**src/rtl/bcedn_cmp_stage.sv**
```systemverilog
// Second pipeline stage of the result checker: compares the latched result
// word with the golden word, keeps a saturating mismatch count and records
// the index and both words of the first mismatch seen in a run.
module bcedn_cmp_stage #(
   parameter int DATA_W = 24,
   parameter int IDX_W  = 18,
   parameter int ERR_W  = 16
) (
   input  logic              clk,
   input  logic              rst_n,
   input  logic              clear_i,
   input  logic              v1_i,
   input  logic [DATA_W-1:0] d1_i,
   input  logic [IDX_W-1:0]  idx_i,
   input  logic [DATA_W-1:0] rom_dout_i,
   output logic [ERR_W-1:0]  err_count_o,
   output logic [IDX_W-1:0]  first_err_idx_o,
   output logic [DATA_W-1:0] first_err_got_o,
   output logic [DATA_W-1:0] first_err_exp_o
);

   logic [ERR_W-1:0]  errCnt_q, errCnt_d;
   logic              haveErr_q, haveErr_d;
   logic [IDX_W-1:0]  firstIdx_q, firstIdx_d;
   logic [DATA_W-1:0] firstGot_q, firstGot_d;
   logic [DATA_W-1:0] firstExp_q, firstExp_d;
   logic              mismatch;

   assign mismatch = v1_i && (d1_i != rom_dout_i);

   // Next error state: clear at run start, else count mismatches and grab the first one
   always_comb begin
      errCnt_d   = errCnt_q;
      haveErr_d  = haveErr_q;
      firstIdx_d = firstIdx_q;
      firstGot_d = firstGot_q;
      firstExp_d = firstExp_q;
      if (clear_i) begin
         errCnt_d   = '0;
         haveErr_d  = 1'b0;
         firstIdx_d = '0;
         firstGot_d = '0;
         firstExp_d = '0;
      end else if (mismatch) begin
         if (errCnt_q != '1) begin
            errCnt_d = errCnt_q + ERR_W'(1);
         end
         if (!haveErr_q) begin
            haveErr_d  = 1'b1;
            firstIdx_d = idx_i;
            firstGot_d = d1_i;
            firstExp_d = rom_dout_i;
         end
      end
   end

   // Error bookkeeping registers
   always_ff @(posedge clk or negedge rst_n) begin
      if (!rst_n) begin
         errCnt_q   <= '0;
         haveErr_q  <= 1'b0;
         firstIdx_q <= '0;
         firstGot_q <= '0;
         firstExp_q <= '0;
      end else begin
         errCnt_q   <= errCnt_d;
         haveErr_q  <= haveErr_d;
         firstIdx_q <= firstIdx_d;
         firstGot_q <= firstGot_d;
         firstExp_q <= firstExp_d;
      end
   end

   assign err_count_o     = errCnt_q;
   assign first_err_idx_o = firstIdx_q;
   assign first_err_got_o = firstGot_q;
   assign first_err_exp_o = firstExp_q;

endmodule

```
**config.mk**
```make
export PLATFORM = sky130hd
export DESIGN_NAME = bcedn_cmp_stage
export DESIGN_NICKNAME = d
export VERILOG_FILES = /design/src/rtl/bcedn_cmp_stage.sv
export SDC_FILE = /design/constraint.sdc
export NUM_CORES = 1
export LEC_CHECK = 0
export CAP_MARGIN = 20
export CORE_UTILIZATION = 46
export CTS_CLUSTER_DIAMETER = 30
export DETAILED_ROUTE_END_ITERATION = 8
export MAX_ROUTING_LAYER = met4
export PLACE_DENSITY_LB_ADDON = 0.25
export SLEW_MARGIN = 20
export SYNTH_ARGS = -nofsm -noshare
export SYNTH_HDL_FRONTEND = slang
export SYNTH_SLANG_ARGS = --single-unit
```
**constraint.sdc**
```tcl
create_clock -name clk -period 4.27 [get_ports clk]
set_clock_uncertainty 0.2 [all_clocks]
set_input_delay 0.854 -clock clk [delete_from_list [all_inputs] [get_ports clk]]
set_output_delay 0.854 -clock clk [all_outputs]
set_load 0.01 [all_outputs]
```
==> qor.yml, run 1 <==
clock_tree:
  cts_sinks: 83
  htreeDepth: 3
  clk_pin_slew_ps: 90
  clk_latency_ps: 360
  cts_tree: "done"
  clock_path_buffers: 2
  cts_root_buffer: "clkbuf_8"
  post_cts_buffers: 0
  post_cts_resized: 0
  cts_made_buffers: 9
  hold_buffers: 0
final_layout:
  area_growth_pct: 50.2
  drive_gt1_frac: 0.0727
  fillers: 537
  multiInputGateArea_sq_mm: 0.00139
  seqCellArea_sq_mm: 0.00208
  antenna_cells: 0
  final_net_count: 506
outcome:
  outcome: "completed"
floorplanning:
  start_util: 0.485
  dieArea_sq_mm: 0.00817
  die-width_microns: 90.4
  dieHeight_microns: 90.4
  fp.coreArea_sq_mm: 0.00741
  pin_count: 152
  rows: 31
drt:
  ant_nets: 0
  num_vias: 3044
  drc: 0
  drt_iter0_markers: 144
  totalWireLength_microns: 9580
  wl_per_cell_microns: 17.8
  vias_per_cell: 5.65
  drtPass1Iterations: 4
yosys:
  ys_warn_count: 0
  seq_area_frac_synth: 0.578
  syn-cell-area_sq_mm: 0.00360
  synth_seq_cells: 83
  synth.avg_cell_area_sq_um: 12.5
  synthCells: 287
  yosysUniqueCellTypes: 37
  syn-num-nets: 358
power_and_ir_drop:
  powerDensity_mw_per_mm2: 328
  p_leak_uw: 0.00233
  power_uw: 1770
  peakVddDrop_mv: 0.212
global_route:
  grt_antenna_before_repair: 0
  grt_pass1_wl_microns: 15400
  grtUsageTotal: 0.249
  grt_pass1_vias: 3057
  grt_max_degree: 84
  gr-total-overflow: 0
sta:
  fin_crit_sh: 0.752
  finalSetupViolations: 0
  fmax_ghz: 0.311
  hold_viol_final: 0
  tns_ps: 0
  tightest_slew_ps: 940
  slew_headroom: 0.370
  fin_crit_ps: 3210
  rsz0062_at_grt: "no"
  maxSlewViolCount: 0
worst_setup_path:
  reg2reg_slack_ps: 1820
  crit_chain: "clkdlybuf4s50_1 > xor2_1 > nor4_1 > nand4_1 > nor2_4 > nor3_2 > buf_4 > a22o_1"
  arrival_ps: 3300
  crit_type: "primary input to flip-flop"
  rr_startpoint: "err_count_o[0]"
  path_delay_family: "simple AND/OR/NAND/NOR gates"
  cp-start-kind: "primary input"
  crit_fanout: 27
  worstPathRequired_ps: 4360
  crit_slowest_cell: "nor3_2"
  path_buf_inv: 2
  rr_worst_depth: 7
  slowest_delay_ps: 750
  rr_endpoint: "err_count_o[11]"
  end_kind: "flip-flop"
place:
  place_hpwl_microns: 6780
  port_buffers: 151
  gp_congestion: 0.800
flow_run:
  maxCapViolations: 0
worst_hold_path:
  hold_end: "first_err_exp_o[0]"
  hold_path_class: "flip-flop to flip-flop"
  hp-start: "first_err_exp_o[0]"
  min_path_cells: 1
==> worst reg2reg max path: cells and delay by family, from the launching register on <==
family          cells  cell delay, ps
flops               1             450
compound gates      1             150
simple gates        5            1330
fa+ha+maj           1             250
==> layer usage <==
metal  wire, microns  track usage
met5               0            -
met4             259        0.110
met3             619       0.0522
met2            4690        0.394
met1            4010        0.310
==> Yosys cell counts, drive strengths merged <==
library cell | count | share of area
dfrtp | 83 | 0.58
o311a | 1 | 0.0028
nor3 | 2 | 0.0028
nor4 | 8 | 0.014
and4 | 2 | 0.0063
nand4 | 8 | 0.014
o31a | 1 | 0.0024
clkbuf | 4 | 0.0042
buf | 17 | 0.031
a22o | 65 | 0.16
mux2 | 5 | 0.016
o31ai | 7 | 0.015
o211ai | 1 | 0.0021
nor4b | 1 | 0.0024
nand2 | 4 | 0.0042
or4 | 6 | 0.013
nand3b | 1 | 0.0021
and3 | 4 | 0.0070
o21ai | 3 | 0.0042
o21bai | 1 | 0.0021
o21a | 2 | 0.0042
xor2 | 24 | 0.058
ha | 1 | 0.0035
nand3 | 7 | 0.0097
mux2i | 1 | 0.0028
nand2b | 1 | 0.0017
or2 | 1 | 0.0017
or3 | 1 | 0.0017
nor2b | 5 | 0.0087
inv | 2 | 0.0021
nor3b | 1 | 0.0021
a21oi | 9 | 0.013
nor2 | 8 | 0.010
==> state kept, by name, indices dropped and copies added (netlist names) <==
register,cells
err_count_o,16
haveErr_q,1
first_err_idx_o,18
first_err_exp_o,24
first_err_got_o,24
==> cells by family (layout without fill, tap and decap cells) <==
| kind of cell | after synthesis | count (layout) | synth area share |
|---|---|---|---|
| AND/OR/NAND/NOR | 60 | 60 | 0.101 |
| adder cells (fa/ha/maj) | 1 | 1 | 0.00348 |
| XOR/XNOR | 24 | 24 | 0.0585 |
| buffers and inverters | 23 | 176 | 0.0376 |
| AO/OA/AOI/OAI | 90 | 90 | 0.203 |
| flip-flops | 83 | 83 | 0.578 |
| multiplexers | 6 | 6 | 0.0184 |
==> stage by stage <==
step | instance area (sq um) | setup WS (ps) | util | instances | hold slack [ps]
floorplan | 3600 | 1700 | - | 287 | 292
global placement | 5170 | 800 | 0.698 | 523 | 281
detailed placement | 5170 | 672 | 0.698 | 523 | 282
CTS | 5400 | 1020 | 0.729 | 539 | 307
global route | 5400 | 897 | 0.729 | 539 | 322
finish | 5400 | 1060 | 0.729 | 539 | 305
==> area by class of cell <==
class | instances | share of cell area
Sequential cell | 83 | 0.385
Timing Repair Buffer | 158 | 0.292
Multi-Input combinational cell | 181 | 0.257
Clock buffer | 10 | 0.0255
Tap cell | 99 | 0.0229
Clock inverter | 6 | 0.0162
Inverter | 2 | 0.00139
==> where the power goes <==
group / internal (uW) / switching, uW
logic: 166 / 122
registers: 823 / 26.6
clock network: 346 / 285
total: 1340 / 433
==> worst max-delay path by stage <==
stage	start	end	cells past startpoint	slack, ps
after global routing	d1_i[2]	first_err_idx_o[2]	8	900
final	rom_dout_i[8]	first_err_idx_o[2]	8	1060
after global placement	d1_i[18]	first_err_idx_o[6]	8	800
after floorplan	d1_i[12]	first_err_exp_o[10]	8	1700
after CTS	rom_dout_i[18]	first_err_idx_o[2]	8	1020
after detailed placement	rom_dout_i[18]	first_err_idx_o[6]	8	670
==> placed cells by master, fill, tap and decap left out, types with 7 or more instances in the layout <==
cell type          n
nor2_1             7
a21oi_1            9
nor4_1             8
nand4_1            8
o31ai_1            7
dfrtp_1           83
clkbuf_8          10
a22o_1            65
xor2_1            24
clkdlybuf4s50_1  150
nand3_1            7
Power figures use the tool's default switching activity.
==> inputs of run 2 (changes only) <==
CORE_UTILIZATION = 43   (was 46)
clock period = 3.25 ns   (was 4.27 ns; I/O delays follow)
==> qor.yml, run 2 (same netlist as run 1, synthesis figures left out) <==
worst_setup_path:
  end_kind: "flip-flop"
  cp-start-kind: "primary input"
  worstPathRequired_ps: 3280
  reg2reg_slack_ps: 650
  crit_fanout: 11
  crit_type: "primary input to flip-flop"
  rr_startpoint: "err_count_o[0]"
  startpoint: "d1_i[12]"
  arrival_ps: 2810
clock_tree:
  cts_tree: "done"
  post_cts_buffers: 0
  clk_pin_slew_ps: 90
  post_cts_resized: 0
  cts_sinks: 83
  clock_path_buffers: 2
  clk_latency_ps: 340
  cts_root_buffer: "clkbuf_8"
  htreeDepth: 3
  cts_made_buffers: 9
  hold_buffers: 0
final_layout:
  seqCellArea_sq_mm: 0.00208
  mostFrequentLayoutCell: "clkdlybuf4s50_1"
  final_net_count: 509
  mostFrequentLayoutCells: "clkdlybuf4s50_1, dfrtp_1, a22o_1"
  multiInputGateArea_sq_mm: 0.00139
  antenna_cells: 0
  drive_gt1_frac: 0.0767
  area_growth_pct: 52.0
  fillers: 586
floorplanning:
  fp.coreArea_sq_mm: 0.00789
  dieArea_sq_mm: 0.00873
  die-width_microns: 93.4
  rows: 32
  start_util: 0.456
  pin_count: 152
  dieHeight_microns: 93.4
place:
  port_buffers: 151
  post-place-ws_ps: 91.0
  gp_congestion: 0.774
  place_hpwl_microns: 6930
sta:
  tightest_slew_ps: 740
  maxSlewViolCount: 0
  fin_crit_ps: 2780
  setup_ws_ps: 472
  hold-worst-slack_ps: 138
  rsz0062_at_grt: "no"
  hold_viol_final: 0
  tns_ps: 0
  fin_crit_sh: 0.855
  fmax_ghz: 0.360
  slew_headroom: 0.507
  finalSetupViolations: 0
power_and_ir_drop:
  powerDensity_mw_per_mm2: 427
  power_uw: 2340
  peakVddDrop_mv: 0.263
  p_leak_uw: 0.00235
worst_hold_path:
  hold_path_class: "primary input to async pin"
drt:
  drtPass1Iterations: 4
  totalWireLength_microns: 9890
  drt_iter0_markers: 191
  vias_per_cell: 5.61
  drc: 0
  wl_per_cell_microns: 18.1
  ant_nets: 0
  num_vias: 3055
global_route:
  grt_pass1_vias: 3092
  grt_antenna_before_repair: 0
  grt_pass1_wl_microns: 15700
  gr-total-overflow: 0
  grt_max_degree: 84
  grtUsageTotal: 0.242
flow_run:
  maxCapViolations: 0
outcome:
  outcome: "completed"
-- run 2: power by group --
group	total (uW)	switching [uW]	internal, uW
registers	1120	33.7	1080
clock network	832	373	458
logic	390	164	226
-- run 2: final timing paths --
check                                       to  cells after the start
setup / recovery                err_count_o[0]                      8
hold / removal                  err_count_o[9]                      1
setup reg to reg                err_count_o[9]                      7
hold reg to reg            first_err_exp_o[15]                      1
min in group clk           first_err_exp_o[15]                      1
max in group asynchronous   first_err_idx_o[9]                      1
-- run 2: stage by stage --
| stage | std cells | util | instance area, sq um |
|---|---|---|---|
| 2_1_floorplan | 287 | - | 3600 |
| 3_3_place_gp | 529 | 0.664 | 5240 |
| 3_5_place_dp | 529 | 0.664 | 5240 |
| 4_1_cts | 545 | 0.693 | 5460 |
| 5_1_grt | 545 | 0.693 | 5470 |
| 6_report | 545 | 0.693 | 5470 |
-- run 2: cell type report --
class                           count  share of cell area
Clock buffer                       11              0.0259
Clock inverter                      5              0.0156
Inverter                            2             0.00137
Multi-Input combinational cell    181               0.254
Sequential cell                    83               0.380
Tap cell                          102              0.0233
Timing Repair Buffer              161               0.300
-- run 2: worst max-delay path, cell delays in order --
cell	delay [ps]
clkdlybuf4s50_1	450
xor2_1	190
nor4_1	410
nand4_1	290
o21ai_1	190
buf_4	190
nor2_1	90
mux2_1	340
-- run 2: per-layer routing --
| metal | track usage | routed length [microns] | vias up |
|---|---|---|---|
| met5 | - | 0 | - |
| met4 | 0.101 | 233 | 0 |
| met3 | 0.0496 | 629 | 18 |
| met2 | 0.354 | 4610 | 119 |
| met1 | 0.328 | 4410 | 1519 |
| li1 | - | - | 1399 |
==> inputs of run 3 (changes only) <==
CORE_UTILIZATION = 55   (was 43)
DONT_BUFFER_PORTS = 1   (was default)
==> qor.yml, run 3 (same netlist as run 1, synthesis figures left out) <==
outcome:
  outcome: "finished with violations"
  violations: "negative hold slack"
clock_tree:
  cts_tree: "done"
  post_cts_buffers: 0
  cts_sinks: 83
  cts_made_buffers: 9
  clock_path_buffers: 2
  clk_pin_slew_ps: 90
  htreeDepth: 3
  clk_latency_ps: 350
  cts_root_buffer: "clkbuf_8"
global_route:
  grt_max_degree: 84
  grtUsageTotal: 0.260
  grt_pass1_vias: 2540
  grt_pass1_wl_microns: 13500
  gr-total-overflow: 0
  grt_antenna_before_repair: 0
final_layout:
  area_growth_pct: 7.45
  drive_gt1_frac: 0.0979
  final_net_count: 353
  mostFrequentLayoutCell: "dfrtp_1"
  final_core_util: 0.612
  antenna_cells: 0
  mostFrequentLayoutCells: "dfrtp_1, a22o_1, xor2_1"
drt:
  num_vias: 2460
  drt_iter0_markers: 172
  wl_per_cell_microns: 22.7
  vias_per_cell: 6.78
  drc: 0
  drtPass1Iterations: 4
  ant_nets: 0
  totalWireLength_microns: 8230
sta:
  maxSlewViolCount: 0
  tns_ps: 0
  fin_crit_sh: 0.798
  finalSetupViolations: 0
  tightest_slew_ps: 673
  slew_headroom: 0.551
  hold-worst-slack_ps: -13.8
  rsz0062_at_grt: "no"
  fmax_ghz: 0.386
  fin_crit_ps: 2590
  hold_viol_final: 21
power_and_ir_drop:
  p_leak_uw: 0.00176
  powerDensity_mw_per_mm2: 547
  peakVddDrop_mv: 0.312
worst_setup_path:
  crit_fanout: 12
  crit_type: "flip-flop to flip-flop"
  cp-start-kind: "flip-flop"
  worstPathRequired_ps: 3320
  arrival_ps: 2670
  end_kind: "flip-flop"
floorplanning:
  dieHeight_microns: 82.9
  dieArea_sq_mm: 0.00687
  start_util: 0.570
  pin_count: 152
  rows: 29
  fp.coreArea_sq_mm: 0.00631
  die-width_microns: 82.9
worst_hold_path:
  hold_path_class: "primary input to async pin"
place:
  port_buffers: 0
  place_hpwl_microns: 5500
  gp_congestion: 0.808
flow_run:
  maxCapViolations: 0
run 3: cell count changes in the layout (fill, tap and decap cells not counted):
| cell | before | now |
|---|---|---|
| clkdlybuf4s50_1 | 150 | 0 |
| buf_12 | 4 | 1 |
| buf_4 | 6 | 3 |
| buf_16 | 0 | 1 |
| buf_6 | 1 | 0 |
| clkbuf_1 | 1 | 0 |
run 3: final cells by class:
type	instances	area (sq um)
Clock buffer	10	138
Clock inverter	5	85.1
Fill cell	528	2450
Inverter	2	7.51
Multi-Input combinational cell	181	1390
Sequential cell	83	2080
Tap cell	77	96.3
Timing Repair Buffer	5	70.1
run 3: power by group:
part           total [uW]  switching (uW)  internal [uW]  leakage (uW)
clock network         820             366            454      0.000109
registers            1150            64.9           1080       0.00112
logic                 148            81.8           66.5      0.000526
total                2110             513           1600       0.00176
run 3: worst paths after layout:
kind / start / depth (start not counted) / slack [ps] / to
max: err_count_o[0] / 7 / 660 / err_count_o[9]
min: rst_n / 1 / -10 / first_err_exp_o[5]
max reg2reg: err_count_o[0] / 7 / 660 / err_count_o[9]
min reg2reg: haveErr_q / 2 / 360 / haveErr_q
max in group asynchronous: rst_n / 1 / 2530 / first_err_exp_o[4]
min in group clk: clear_i / 1 / 160 / err_count_o[9]
run 3: timing repair:
item	CTS	global route
hold buffers	1	0
endpoints found under the hold margin	83	0
gates resized for setup	0	0
run 3: stage by stage:
stage / instance area, sq um / instances / total power, uW / hold slack [ps] / worst slack [ps]
floorplan: 3600 / 287 / 1270 / 154 / 879
global placement: 3610 / 347 / 1290 / 156 / 511
detailed placement: 3610 / 347 / 1290 / 156 / 434
CTS: 3860 / 363 / 2140 / 3.62 / 692
global route: 3860 / 363 / 2200 / 27.5 / 484
finish: 3860 / 363 / 2110 / -13.8 / 657
run 3: worst max-delay path, stage by stage (launching register included):
cell	delay, ps
dfrtp_1	470
ha_1	250
nand4_1	140
nor2_1	110
nand3_1	140
nand4_1	400
or4_1	640
a21oi_1	170
run 3: routing by layer:
| layer | global-route usage | part of all wire |
|---|---|---|
| met5 | - | 0 |
| met4 | 0.0987 | 0.015 |
| met3 | 0.0855 | 0.088 |
| met2 | 0.385 | 0.48 |
| met1 | 0.335 | 0.42 |
